## src/rtl/bit_parity_monitor.sv

```systemverilog
`default_nettype none
// ============================================================================
// Module      : bit_parity_monitor
// Description : Framed serial bit-stream monitor. It keeps ones/zeros counts,
//               parity flags and the longest ones-run, then latches a summary
//               at frame end.
// Revision    : 1.0 - initial release
// ============================================================================
module bit_parity_monitor #(
    parameter int CNT_W  = 8,
    parameter bit RUN_EN = 1'b1
) (
    input  logic             clk,
    input  logic             reset,
    input  logic             clear,
    input  logic             in_valid,
    input  logic             in_bit,
    input  logic             in_last,
    output logic             even1,
    output logic             even0,
    output logic [CNT_W-1:0] ones_cnt,
    output logic [CNT_W-1:0] zeros_cnt,
    output logic             busy,
    output logic             done,
    output logic [CNT_W-1:0] frame_ones,
    output logic [CNT_W-1:0] frame_zeros,
    output logic             frame_even1,
    output logic             frame_even0,
    output logic [CNT_W-1:0] frame_maxrun,
    output logic             frame_ovf
);

    localparam logic [CNT_W-1:0] c_max = '1;

    typedef enum logic [0:0] {
        IDLE   = 1'b0,
        ACTIVE = 1'b1
    } state_t;

    state_t r_state;
    state_t w_state_nxt;

    logic             w_accept;
    logic             w_end;

    logic [CNT_W-1:0] r_ones, r_zeros;
    logic             r_even1, r_even0, r_ovf;
    logic [CNT_W-1:0] w_ones_nxt, w_zeros_nxt;
    logic             w_even1_nxt, w_even0_nxt, w_ovf_nxt;
    logic [CNT_W-1:0] w_maxrun_nxt;

    logic [CNT_W-1:0] r_frame_ones, r_frame_zeros, r_frame_maxrun;
    logic             r_frame_even1, r_frame_even0, r_frame_ovf;
    logic             r_done;

    // clear wins over in_valid, so a bit presented with clear is dropped.
    assign w_accept = in_valid && !clear;
    assign w_end    = w_accept && in_last;

    always_ff @(posedge clk or posedge reset) begin
        if (reset) begin
            r_state <= IDLE;
        end else begin
            r_state <= w_state_nxt;
        end
    end

    always_comb begin
        w_state_nxt = r_state;
        if (clear) begin
            w_state_nxt = IDLE;
        end else if (in_valid) begin
            w_state_nxt = in_last ? IDLE : ACTIVE;
        end
    end

    always_comb begin
        w_ones_nxt  = r_ones;
        w_zeros_nxt = r_zeros;
        w_even1_nxt = r_even1;
        w_even0_nxt = r_even0;
        w_ovf_nxt   = r_ovf;
        if (w_accept) begin
            // Parity toggles even when its counter is pinned at saturation.
            if (in_bit) begin
                w_even1_nxt = ~r_even1;
                if (r_ones == c_max) begin
                    w_ovf_nxt = 1'b1;
                end else begin
                    w_ones_nxt = r_ones + 1'b1;
                end
            end else begin
                w_even0_nxt = ~r_even0;
                if (r_zeros == c_max) begin
                    w_ovf_nxt = 1'b1;
                end else begin
                    w_zeros_nxt = r_zeros + 1'b1;
                end
            end
        end
    end

    generate
        if (RUN_EN) begin : g_run
            logic [CNT_W-1:0] r_run_cur, r_run_max;
            logic [CNT_W-1:0] w_run_inc, w_run_cur_nxt, w_run_max_nxt;

            assign w_run_inc = (r_run_cur == c_max) ? c_max : r_run_cur + 1'b1;

            always_comb begin
                w_run_cur_nxt = r_run_cur;
                w_run_max_nxt = r_run_max;
                if (w_accept) begin
                    if (in_bit) begin
                        w_run_cur_nxt = w_run_inc;
                        if (w_run_inc > r_run_max) begin
                            w_run_max_nxt = w_run_inc;
                        end
                    end else begin
                        w_run_cur_nxt = '0;
                    end
                end
            end

            always_ff @(posedge clk or posedge reset) begin
                if (reset) begin
                    r_run_cur <= '0;
                    r_run_max <= '0;
                end else if (clear || w_end) begin
                    r_run_cur <= '0;
                    r_run_max <= '0;
                end else begin
                    r_run_cur <= w_run_cur_nxt;
                    r_run_max <= w_run_max_nxt;
                end
            end

            assign w_maxrun_nxt = w_run_max_nxt;
        end else begin : g_no_run
            assign w_maxrun_nxt = '0;
        end
    endgenerate

    always_ff @(posedge clk or posedge reset) begin
        if (reset) begin
            r_ones         <= '0;
            r_zeros        <= '0;
            r_even1        <= 1'b1;
            r_even0        <= 1'b1;
            r_ovf          <= 1'b0;
            r_done         <= 1'b0;
            r_frame_ones   <= '0;
            r_frame_zeros  <= '0;
            r_frame_even1  <= 1'b1;
            r_frame_even0  <= 1'b1;
            r_frame_maxrun <= '0;
            r_frame_ovf    <= 1'b0;
        end else begin
            r_done <= w_end;
            // Running state restarts in the same update as frame end, so a new
            // frame may begin on the very next cycle.
            if (clear || w_end) begin
                r_ones  <= '0;
                r_zeros <= '0;
                r_even1 <= 1'b1;
                r_even0 <= 1'b1;
                r_ovf   <= 1'b0;
            end else begin
                r_ones  <= w_ones_nxt;
                r_zeros <= w_zeros_nxt;
                r_even1 <= w_even1_nxt;
                r_even0 <= w_even0_nxt;
                r_ovf   <= w_ovf_nxt;
            end
            if (w_end) begin
                r_frame_ones   <= w_ones_nxt;
                r_frame_zeros  <= w_zeros_nxt;
                r_frame_even1  <= w_even1_nxt;
                r_frame_even0  <= w_even0_nxt;
                r_frame_maxrun <= w_maxrun_nxt;
                r_frame_ovf    <= w_ovf_nxt;
            end
        end
    end

    assign even1        = r_even1;
    assign even0        = r_even0;
    assign ones_cnt     = r_ones;
    assign zeros_cnt    = r_zeros;
    assign busy         = (r_state == ACTIVE);
    assign done         = r_done;
    assign frame_ones   = r_frame_ones;
    assign frame_zeros  = r_frame_zeros;
    assign frame_even1  = r_frame_even1;
    assign frame_even0  = r_frame_even0;
    assign frame_maxrun = r_frame_maxrun;
    assign frame_ovf    = r_frame_ovf;

endmodule
`default_nettype wire
```

## config.mk

```make
export PLATFORM = sky130hd
export DESIGN_NAME = bit_parity_monitor
export DESIGN_NICKNAME = d
export VERILOG_FILES = /design/src/rtl/bit_parity_monitor.sv
export SDC_FILE = /design/constraint.sdc
export NUM_CORES = 1
export LEC_CHECK = 0
export CORE_ASPECT_RATIO = 0.6
export CORE_MARGIN = 10
export CORE_UTILIZATION = 53
export DETAILED_ROUTE_END_ITERATION = 16
export GPL_TIMING_DRIVEN = 0
export HOLD_SLACK_MARGIN = 0.1
export PLACE_DENSITY = 0.91
export SYNTH_ARGS = -nofsm -noshare
export SYNTH_HDL_FRONTEND = slang
export SYNTH_SLANG_ARGS = --single-unit
```

## constraint.sdc

```tcl
create_clock -name clk -period 3.1 [get_ports clk]
set_input_delay 0.31 -clock clk [delete_from_list [all_inputs] [get_ports clk]]
set_output_delay 0.31 -clock clk [all_outputs]
set_load 0.05 [all_outputs]
```

Yosys cells after proc, flatten, opt, wreduce, memory -nomap -nowiden
Index checks and enable logic that the tools add are counted.
{ "word_totals": {"ramBits": 0, "rom_bits": 0, "register_bits": 64, "wordCells": 60, "mem_count": 0, "latch_bits": 0, "inputBits": 6} }
{ "classes": {"n_bitwise": 2, "n_mul": 0, "addsub": 3, "eq_ne": 3, "n_shift": 0, "n_div": 0, "n_reduce_logical": 6, "order_cmp": 1, "n_mux": 30} }
{ "op_table": {"columns": ["operator", "n"], "rows": [
  ["8-bit two-way mux", 16],
  ["8-bit by 1-bit adder with 8-bit output (second input constant)", 3],
  ["8-bit equality test (second input constant)", 3],
  ["1-bit two-way mux", 14],
  ["8-bit > comparator", 1],
  ["2-bit nonzero test", 2],
  ["1-bit logical AND", 2],
  ["1-bit NOT", 2],
  ["1-bit logical NOT", 1],
  ["1-bit logical OR", 1]
]} }

Logic depth before layout (Yosys ltp)
Gate-level depths: netlist of the first run.
{ "logic_depth": {"ltp_word": 7, "ltp_mapped": 11} }

Worst setup path after synthesis of the first run
No wires, ideal clock.
{ "synth_timing": {"kind": "reg-to-reg", "from": "register g_run.r_run_cur[0]", "to": "register r_frame_maxrun[2], in the netlist frame_maxrun[2]", "required_time_ns": 2.969, "period_less_slack_ns": 2.614, "setup_slack_ns": 0.486, "arrival_ns": 2.483, "path_stages_with_launch": 11, "cell_sequence": "dfrtp_1 ha_1 nand2b_1 mux2_2 ha_1 nand2_1 or3b_1 a211o_1 buf_2 a32oi_1 o21ai_0"} }
{ "synth_via": {"elab_chain_len": 6, "word_cells_on_any_way": 7, "cone_classes": "1 x add/sub; 1 x order compare; 1 x eq/ne; 4 x mux"} }
{ "synth_rtl": {"columns": ["element", "line_no", "text"], "rows": [
  ["start, declared", "105", "logic [CNT_W-1:0] r_run_cur, r_run_max;"],
  ["start signal, assigned", "133", "r_run_cur <= w_run_cur_nxt;"],
  ["8-bit by 1-bit adder with 8-bit output or 8-bit equality test (tied branches)", "108", "assign w_run_inc = (r_run_cur == c_max) ? c_max : r_run_cur + 1'b1;"],
  ["8-bit two-way mux (*)", "108", null],
  ["8-bit > comparator", "116", "if (w_run_inc > r_run_max) begin"],
  ["8-bit two-way mux (*)", "116", null],
  ["8-bit two-way mux (*)", "114", "if (in_bit) begin"],
  ["8-bit two-way mux (*)", "113", "if (w_accept) begin"],
  ["end signal, assigned", "180", "r_frame_maxrun <= w_maxrun_nxt;"],
  ["end, declared", "52", "logic [CNT_W-1:0] r_frame_ones, r_frame_zeros, r_frame_maxrun;"]
]} }
Mark *: on every way between the ends. The rest lies on a longest branch, timed or not.
A chain may end at the register's enable or synchronous reset.

Worst setup path after layout of the first run
{ "layout_timing": {"from": "register g_run.r_run_cur[2]", "to": "register r_frame_maxrun[2], in the netlist frame_maxrun[2]"} }
Same word-level chain as after synthesis.

==> run summary, run 1 <==
Outcome: completed
Switch Pwr: 0.000519 W
Storage cell area: 1610 um2
Synth cell count leaders: dfrtp_1 (60), nand2_1 (39), nor2_1 (27), o21ai_0 (25), nand3_1 (15)
Clock Sinks: 64
Largest net degree at the start of global routing: 37
Post-synthesis net count: 323
Final setup violation count: 0
Most frequent cell after synthesis: dfrtp_1
Switch share: 27.3%
Worst-margin pin slew: 615 ps
Crit. End Element: flip-flop
Pwr dens: 481 nW/um2
Post-synth EDFFs: 0
CTS buffer count: 9
Finished Cell Area: 3950 um2
Share of layout cells above drive strength 1: 9.55%
Clk_lat worst skew: 350 ps
Placement Cell Area: 3700 um2
Diode count: 0
Boundary pin count: 53
Syn_area_per_cell: 9.99 um2
Starting Density: 54.9%
Clock share of power: 39.3%
Grt met2 use: 26.8%
CTS Buffer Depth: 2
Total Routed Length: 8140 um
Die X: 118 um
Fmax: 338 MHz
Ys async rst share: 100%
Maximum VDD drop: 0.301 mV
DIE HEIGHT: 78.8 um
Hold Path Class: input port to asynchronous set/reset pin
Post-DP HPWL: 5980 um
P_leak: 1.70 nW
Final WS setup: 140 ps
Sequential share of power: 46.7%
Pre-CTS setup slack: 113 ps
Antenna Violating Nets Remaining: 0
Post-Syn Instances: 306
Combinational fraction of design power: 14.0%
Top-area cell type share of the netlist area: 49.1%
Req. time, crit path: 3310 ps
Top cells by area, synth: dfrtp_1 (49%), nand2_1 (4.8%), ha_1 (4.5%)
Clock-pin slew on the worst setup and hold paths: 70 ps
Worst Path Arrival: 3170 ps
Cell area after synthesis: 3060 um2
Busiest grt layer: met2
RD Place Congestion: 0.915
Drt first-iter violations: 275
Critical Path Source Type: flip-flop
Layout fillers: 415
Post-synth top area cell: dfrtp_1
Crit share post-route: 95.5%
Vias: 2612
Crit path max fanout: 10
Detailed-route DRC error count: 0
CTS tree: yes
Hold_ws: 362 ps
Post-synthesis sequential area ratio: 52.5%
Core Util, Final: 70.8%
Row cnt: 21
CTS Hold Buffers Added: 0
Drt pass-1 iters: 7
Fin crit period: 2960 ps
H-tree levels: 3
Gr usage total: 17.6%
Max_cap viols: 0
Multi-input logic area: 1370 um2
CTS root buffer: clkbuf_8
Unique cell type count in the Yosys netlist: 44
Relative slew slack: 58.9%
Internal power: 0.00138 W
Core footprint: 5570 um2
Vias in the first global route: 2619
Nets: 390
Synthesized flop and latch total: 64
Post-DR vias/cell: 5.72
Setup TNS Final: 0 ps
First-pass GRT wire length: 13300 um
Die ar.: 9310 um2
Final Hold Fails: 0
Number of synthesis warnings: 0
Ys flop type: dfrtp_1
Met3 Use GR: 8.12%
Skew final: 8.30 ps
WS Path Type: flip-flop to flip-flop
Port Buffers: 52
Final count of pins violating max slew: 0
Met1 GRT Util: 22.6%
Gr ovfl total: 0
Initial antenna violation count: 0
Routed len/inst: 17.8 um
Layout Area Growth over Synthesis: 29.1%
==> area by class of cell <==
| type | instances | share of cell area, % |
|---|---|---|
| clock buffer | 12 | 4.19 |
| timing repair buffer | 56 | 14.6 |
| tap | 80 | 2.54 |
| sequential | 64 | 40.7 |
| multi-input combinational | 219 | 34.7 |
| inverter | 12 | 1.14 |
| clock inverter | 3 | 1.01 |
| buffer | 11 | 1.08 |
==> power groups by stage <==
stage	clock (W)	sequential, W	combinational [W]
3_5_place_dp	0	0.000902	0.000262
5_1_grt	0.000795	0.000890	0.000284
6_report	0.000748	0.000887	0.000265
3_3_place_gp	0	0.000900	0.000253
4_1_cts	0.000754	0.000887	0.000264
2_1_floorplan	0	0.000986	0.0000828
==> stage by stage <==
| stage | power (W) | std cells |
|---|---|---|
| detailed placement | 0.00116 | 439 |
| global route | 0.00197 | 457 |
| floorplan | 0.00107 | 306 |
| finish | 0.00190 | 457 |
| global placement | 0.00115 | 438 |
| CTS | 0.00191 | 454 |
==> worst max-delay path: stages (launching register included) <==
cell and delay, ps:
dfrtp_1 450, and4_1 290, nand4_1 130, mux2_2 320
ha_1 300, nand2_1 80, or3b_1 450, a211o_1 240
buf_2 190, a32oi_1 220, o21ai_0 140
==> state kept, by name, summed over array words and instances (netlist names) <==
| signal | flops |
|---|---|
| frame_maxrun | 8 |
| even1 | 1 |
| g_run.r_run_cur | 8 |
| frame_even0 | 1 |
| r_ovf | 1 |
| frame_zeros | 8 |
| frame_ones | 8 |
| g_run.r_run_max | 8 |
| done | 1 |
| ones_cnt | 8 |
| frame_even1 | 1 |
| zeros_cnt | 8 |
| frame_ovf | 1 |
| even0 | 1 |
| busy | 1 |
==> metal layers <==
metal  vias to the layer above  share of wire [%]
met3                        12                8.8
met1                      1271                 46
met2                       110                 44
li1                       1219                  -
met4                         0                1.3
met5                         -                  0
==> kinds of logic after synthesis <==
kind of cell               count (synthesis)  synth area share [%]
adders and majority gates                 11                  4.50
muxes                                      9                  2.99
AOI/OAI and AO/OA                         66                  14.5
and+or+nand+nor                          121                  19.1
xor gates and xnor gates                  12                  3.44
DFF                                       64                  52.5
buffers and inverters                     23                  2.86
==> placed cells by master (no fill, tap or decap), drive strengths merged, types with 5 or more instances in the layout <==
cell,instances
a21oi,13
a22o,8
and3,5
buf,6
clkbuf,21
clkdlybuf4s50,52
dfrtp,60
ha,11
inv,11
mux2i,8
nand2,39
nand2b,5
nand3,15
nand4,8
nor2,27
nor3,9
o21ai,27
xnor2,5
xor2,7
==> worst paths after layout <==
kind | start | end | slack [ps] | cells after the start
hold / removal | reset | frame_maxrun[7] | 360 | 2
setup reg to reg | g_run.r_run_cur[2] | frame_maxrun[2] | 140 | 10
setup / recovery | g_run.r_run_cur[2] | frame_maxrun[2] | 140 | 10
min in group clk | frame_zeros[3] | frame_zeros[3] | 480 | 2
hold reg to reg | frame_zeros[3] | frame_zeros[3] | 480 | 2
max in group asynchronous | reset | even1 | 2060 | 3
==> repair_timing <==
item,in CTS,in global routing
gates resized for setup,0,5
endpoints found under the setup margin,0,16
buffers inserted,0,3
No activity file was read; power rests on OpenSTA's default activity.
==> run 2, diff against run 1 <==
Settings changed: CORE_UTILIZATION 53 to 57, GPL_TIMING_DRIVEN 0 to 1, PLACE_DENSITY 0.91 to 0.95.
Clock period 3.1 ns to 3.5 ns, I/O delays scaled along.
==> run summary, run 2 (synthesis results as in run 1) <==
Outcome: completed (unchanged)
Vias: 2600 (was 2612)
Worst Path Arrival: 3160 ps (was 3170 ps)
# resized after CTS: 0 (unchanged)
CTS tree: yes (unchanged)
Reg2reg path depth: 9 (was 10)
Combinational fraction of design power: 13.9% (was 14.0%)
Pwr dens: 430 nW/um2 (was 481 nW/um2)
Crit. End Element: flip-flop (unchanged)
CTS root buffer: clkbuf_8 (unchanged)
Antenna Violating Nets Remaining: 0 (unchanged)
Top Metal Used: met4 (unchanged)
Total Routed Length: 7830 um (was 8140 um)
Setup TNS Final: 0 ps (unchanged)
Final Hold Fails: 0 (unchanged)
Core Util, Final: 75.0% (was 70.8%)
Switch share: 27.2% (was 27.3%)
P_leak: 1.68 nW (was 1.70 nW)
Maximum VDD drop: 0.291 mV (was 0.301 mV)
Core footprint: 5130 um2 (was 5570 um2)
RSZ-0062 raised after global routing: no
Relative slew slack: 55.6% (was 58.9%)
Fin crit period: 2950 ps (was 2960 ps)
Die X: 115 um (was 118 um)
WS Path Type: flip-flop to flip-flop (unchanged)
Routed wl met3: 756 um (was 718 um)
Largest net degree at the start of global routing: 51 (was 37)
Post-DR vias/cell: 6.00 (was 5.72)
Final WS setup: 550 ps (was 140 ps)
Gr ovfl total: 0 (unchanged)
Post CTS Setup Buffer Count: 0 (unchanged)
DR WL met2: 3460 um (was 3590 um)
Skew final: 8.35 ps (was 8.30 ps)
Commonest non-fill, non-tap cells in the layout: dfrtp_1 (60), clkdlybuf4s50_1 (52), nand2_1 (39) (was dfrtp_1 (60), clkdlybuf4s50_1 (52), nand2_1 (37))
Crit-path leading delay family: simple AND/OR/NAND/NOR gates (unchanged)
Reg2reg setup slack: 550 ps (was 140 ps)
DIE HEIGHT: 76.7 um (was 78.8 um)
Fmax: 339 MHz (was 338 MHz)
Clock share of power: 38.7% (was 39.3%)
M1 WL: 3450 um (was 3720 um)
Internal power: 0.00120 W (was 0.00138 W)
Worst r2r dst: frame_maxrun[0] (was frame_maxrun[2])
Worst r2r src: g_run.r_run_cur[2] (unchanged)
Clk_lat worst skew: 350 ps (about the same)
RD Place Congestion: 0.879 (was 0.915)
Slowest stage delay, CP: 460 ps (was 450 ps)
Routed len/inst: 18.1 um (was 17.8 um)
Port Buffers: 52 (unchanged)
Row cnt: 20 (was 21)
Req. time, crit path: 3710 ps (was 3310 ps)
Crit share post-route: 84.3% (was 95.5%)
Nets: 379 (was 390)
Initial antenna violation count: 0 (unchanged)
Detailed-route DRC error count: 0 (unchanged)
Critical Path Source Type: flip-flop (unchanged)
Crit path max fanout: 10 (unchanged)
Share of layout cells above drive strength 1: 8.45% (was 9.55%)
Sequential share of power: 47.4% (was 46.7%)
Hold Path Class: input port to asynchronous set/reset pin (unchanged)
Drt pass-1 iters: 6 (was 7)
First-pass GRT wire length: 13000 um (was 13300 um)
Worst-margin pin slew: 663 ps (was 615 ps)
Most common cell after layout, fill and taps aside: dfrtp_1 (unchanged)
CTS Hold Buffers Added: 0 (unchanged)
Slowest CP cell: dfrtp_1 (unchanged)
CP cell instances: and4_1 -> nand4_1 -> mux2_2 -> ha_1 -> nand2_1 -> or3b_1 -> a211o_1 -> a21oi_1 -> o31ai_1 (was and4_1 -> nand4_1 -> mux2_2 -> ha_1 -> nand2_1 -> or3b_1 -> a211o_1 -> buf_2 -> a32oi_1 -> o21ai_0)
Vias in the first global route: 2643 (was 2619)
Pre-CTS setup slack: 653 ps (was 113 ps)
Gr usage total: 18.1% (was 17.6%)
Worst Path Buf+Inv: 0 (was 1)
Final count of pins violating max slew: 0 (unchanged)
Drt first-iter violations: 220 (was 275)
Layout Area Growth over Synthesis: 25.8% (was 29.1%)
Max_cap viols: 0 (unchanged)
Diode count: 0 (unchanged)
Boundary pin count: 53 (unchanged)
H-tree levels: 3 (unchanged)
CTS buffer count: 9 (unchanged)
Post-DP HPWL: 5570 um (was 5980 um)
Clock Sinks: 64 (unchanged)
CTS Buffer Depth: 2 (unchanged)
Die ar.: 8790 um2 (was 9310 um2)
Starting Density: 59.6% (was 54.9%)
Switch Pwr: 0.000450 W (was 0.000519 W)
Final setup violation count: 0 (unchanged)
Clock-pin slew on the worst setup and hold paths: 70 ps (about the same)
[run 2: cell count changes in the layout (fill, tap and decap cells not counted)]
cell      delta
buf_4        +2
o21ai_0      +2
ha_1         +1
nand2_1      +2
o21ai_1      -2
ha_2         -1
buf_2        -1
clkbuf_8     -1
nand2_2      -2
buf_1        -1
clkbuf_1     -7
buf_12       -2
[run 2: worst max-delay path by stage]
stage	depth (start not counted)	to	slack (ps)	from
floorplan	10	frame_maxrun[2]	890	g_run.r_run_cur[0]
finish	9	frame_maxrun[0]	550	g_run.r_run_cur[2]
CTS	9	frame_maxrun[0]	600	g_run.r_run_cur[0]
global placement	9	frame_maxrun[0]	690	g_run.r_run_cur[0]
global route	9	frame_maxrun[1]	410	g_run.r_run_cur[2]
detailed placement	9	frame_maxrun[0]	650	g_run.r_run_cur[0]
[run 2: cell type report]
| class | count | area (um2) |
|---|---|---|
| Tap cell | 66 | 82.6 |
| Sequential cell | 64 | 1610 |
| Clock inverter | 3 | 40.0 |
| Clock buffer | 13 | 159 |
| Fill cell | 355 | 1280 |
| Multi-Input combinational cell | 219 | 1360 |
| Inverter | 12 | 45.0 |
| Timing Repair Buffer | 56 | 551 |
[run 2: through the flow]
step                power (W)  area (um2)  instances  hold WS (ps)
CTS                   0.00167        3850        433           358
finish                0.00165        3850        433           355
global placement      0.00102        3650        417           462
global route          0.00171        3850        433           399
detailed placement    0.00103        3650        417           465
floorplan            0.000946        3060        306           416
[run 2: layer usage]
metal	up-vias	track usage [%]
met5	-	0
met1	1253	23.3
met2	124	26.7
met3	23	7.23
li1	1200	-
met4	0	6.61
[run 2: power groups by stage]
stage	registers, W	logic, W	clock network (W)
6_report	0.000785	0.000230	0.000640
5_1_grt	0.000788	0.000247	0.000675
4_1_cts	0.000785	0.000232	0.000650
3_5_place_dp	0.000797	0.000230	0
3_3_place_gp	0.000796	0.000224	0
2_1_floorplan	0.000873	0.0000733	0
==> run 3, diff against run 2 <==
Settings changed: CORE_UTILIZATION 57 to 47, PLACE_DENSITY 0.95 to 0.86.
Clock period 3.5 ns to 2.42 ns, I/O delays scaled along.
==> run summary, run 3 (synthesis results as in run 1) <==
Worst r2r src: g_run.r_run_cur[0] (was g_run.r_run_cur[2])
Largest net degree at the start of global routing: 44 (was 51)
Initial antenna violation count: 0 (unchanged)
Hold_ws: 239 ps (was 355 ps)
Layout fillers: 448 (was 355)
Vias in the first global route: 2761 (was 2643)
Gr usage total: 17.6% (was 18.1%)
Outcome: complete, but fails checks (was completed)
Total Routed Length: 8830 um (was 7830 um)
Crit share post-route: 112% (was 84.3%)
Diode count: 0 (unchanged)
Commonest non-fill, non-tap cells in the layout: dfrtp_1 (60), clkdlybuf4s50_1 (52), nand2_1 (38) (was dfrtp_1 (60), clkdlybuf4s50_1 (52), nand2_1 (39))
Crit path max fanout: 5 (was 10)
Reg2reg path depth: 10 (was 9)
First-pass GRT wire length: 14100 um (was 13000 um)
Clock-pin slew on the worst setup and hold paths: 80 ps (was 70 ps)
RD Place Congestion: 0.864 (was 0.879)
Pwr dens: 614 nW/um2 (was 430 nW/um2)
Layout Area Growth over Synthesis: 42.3% (was 25.8%)
Crit. End Element: flip-flop (unchanged)
Most common cell after layout, fill and taps aside: dfrtp_1 (unchanged)
Core Util, Final: 70.0% (was 75.0%)
Pre-CTS setup slack: -278 ps (was 653 ps)
Skew final: 9.18 ps (was 8.35 ps)
Worst Setup SP: g_run.r_run_cur[0] (was g_run.r_run_cur[2])
Clk_lat worst skew: 340 ps (was 350 ps)
P_leak: 1.90 nW (was 1.68 nW)
WS Path Type: flip-flop to flip-flop (unchanged)
Setup TNS Final: -3710 ps (was 0 ps)
Critical Path Source Type: flip-flop (unchanged)
Violated checks: setup timing
RSZ-0062 raised after global routing: yes (was no)
Routed len/inst: 18.2 um (was 18.1 um)
Max_cap viols: 0 (unchanged)
Boundary pin count: 53 (unchanged)
Nets: 414 (was 379)
DIE HEIGHT: 82.5 um (was 76.7 um)
Share of layout cells above drive strength 1: 21.6% (was 8.45%)
Final setup violation count: 16 (was 0)
Antenna Violating Nets Remaining: 0 (unchanged)
H-tree levels: 3 (unchanged)
Setup crit end: frame_maxrun[2] (was frame_maxrun[0])
Worst-margin pin slew: 676 ps (was 663 ps)
Core footprint: 6220 um2 (was 5130 um2)
Relative slew slack: 54.8% (was 55.6%)
CP cell instances: buf_4 -> buf_4 -> nand4_1 -> mux2_4 -> ha_4 -> nand2_2 -> or3b_4 -> a211o_4 -> a32oi_1 -> o21ai_1 (was and4_1 -> nand4_1 -> mux2_2 -> ha_1 -> nand2_1 -> or3b_1 -> a211o_1 -> a21oi_1 -> o31ai_1)
Fin crit period: 2720 ps (was 2950 ps)
CTS root buffer: clkbuf_8 (unchanged)
Gr ovfl total: 0 (unchanged)
Starting Density: 49.2% (was 59.6%)
Finished Cell Area: 4350 um2 (was 3850 um2)
Detailed-route DRC error count: 0 (unchanged)
Final Hold Fails: 0 (unchanged)
Final count of pins violating max slew: 0 (unchanged)
Storage cell area: 1610 um2 (unchanged)
Reg2reg setup slack: -300 ps (was 550 ps)
Drt pass-1 iters: 5 (was 6)
Drt first-iter violations: 252 (was 220)
Placement Cell Area: 3960 um2 (was 3650 um2)
Slowest stage delay, CP: 440 ps (was 460 ps)
Die X: 124 um (was 115 um)
CTS Buffer Depth: 2 (unchanged)
Vias: 2727 (was 2600)
Clock Sinks: 64 (unchanged)
Row cnt: 22 (was 20)
Post-DR vias/cell: 5.61 (was 6.00)
CTS buffer count: 9 (unchanged)
Worst r2r dst: frame_maxrun[2] (was frame_maxrun[0])
CTS tree: yes (unchanged)
Die ar.: 10200 um2 (was 8790 um2)
Post-DP HPWL: 6240 um (was 5570 um)
Port Buffers: 52 (unchanged)
Req. time, crit path: 2640 ps (was 3710 ps)
Worst Path Arrival: 2940 ps (was 3160 ps)
Maximum VDD drop: 0.491 mV (was 0.291 mV)
Most common cell on crit path: buf_4
CTS Hold Buffers Added: 0 (unchanged)
Fmax: 368 MHz (was 339 MHz)
Hold Path Class: input port to asynchronous set/reset pin (unchanged)
Final WS setup: -297 ps (was 550 ps)
Slowest CP cell: or3b_4 (was dfrtp_1)
Multi-input logic area: 1520 um2 (was 1360 um2)
-- run 3: cell types whose count changed in the layout (fill, tap and decap cells not counted), moves of 2 or more --
cell / previous run / this run
a21oi_4: 0 / 4
o21ai_0: 25 / 22
o31ai_1: 4 / 2
bufinv_16: 1 / 3
o31ai_2: 0 / 2
nor3_2: 0 / 5
ha_1: 11 / 9
o21ai_1: 1 / 4
clkbuf_1: 2 / 0
a21oi_1: 13 / 9
nor3_1: 9 / 3
buf_6: 0 / 2
ha_4: 0 / 2
buf_4: 4 / 35
-- run 3: worst min-delay path by stage --
stage                     slack (ps)            endpoint  cells past startpoint            from
after floorplan                  310                busy                      1           clear
after global placement           460      frame_zeros[5]                      2  frame_zeros[5]
after detailed placement         470      frame_zeros[5]                      2  frame_zeros[5]
after CTS                        250  g_run.r_run_cur[4]                      2           reset
after global routing             290  g_run.r_run_cur[4]                      2           reset
final                            240  g_run.r_run_cur[4]                      2           reset
-- run 3: per-stage QoR --
stage | power [W] | cells
6_report | 0.00267 | 486
5_1_grt | 0.00276 | 486
4_1_cts | 0.00267 | 484
3_5_place_dp | 0.00151 | 466
3_3_place_gp | 0.00150 | 466
2_1_floorplan | 0.00137 | 306
-- run 3: repair_timing --
item	4_1_cts	5_1_grt
buffers inserted	1	2
pin swaps	10	5
gates cloned	1	0
gates resized for setup	10	11
setup endpoints to repair	16	16
-- run 3: final cells by class --
type / instances / area share, %
clock buffers: 11 / 3.48
well taps: 84 / 2.42
flip-flops and latches: 64 / 36.9
inverters: 12 / 1.04
multi-input cells: 220 / 34.8
repair buffers: 90 / 19.0
clock inverters: 5 / 2.36
-- run 3: per-layer routing --
metal | global-route usage (%) | vias to the layer above | wire (um)
li1 | - | 1277 | -
met5 | 0 | - | 0
met2 | 27.5 | 109 | 4000
met4 | 4.81 | 0 | 127
met3 | 6.23 | 20 | 745
met1 | 22.9 | 1321 | 3960
-- run 3: power by group --
group	internal, W	switching (W)	leakage (nW)
Sequential	0.00111	0.0000271	0.870
Combinational	0.000129	0.000247	0.903
Clock	0.000739	0.000417	0.126
-- run 3: worst max-delay path, delay by kind of cell (launching register included) --
kind	cells	cell delay [ps]
AO/OA/AOI/OAI	3	670
AND/OR/NAND/NOR	3	610
flip-flops	1	410
multiplexers	1	340
buffers and inverters	2	290
adder cells (fa/ha/maj)	1	270
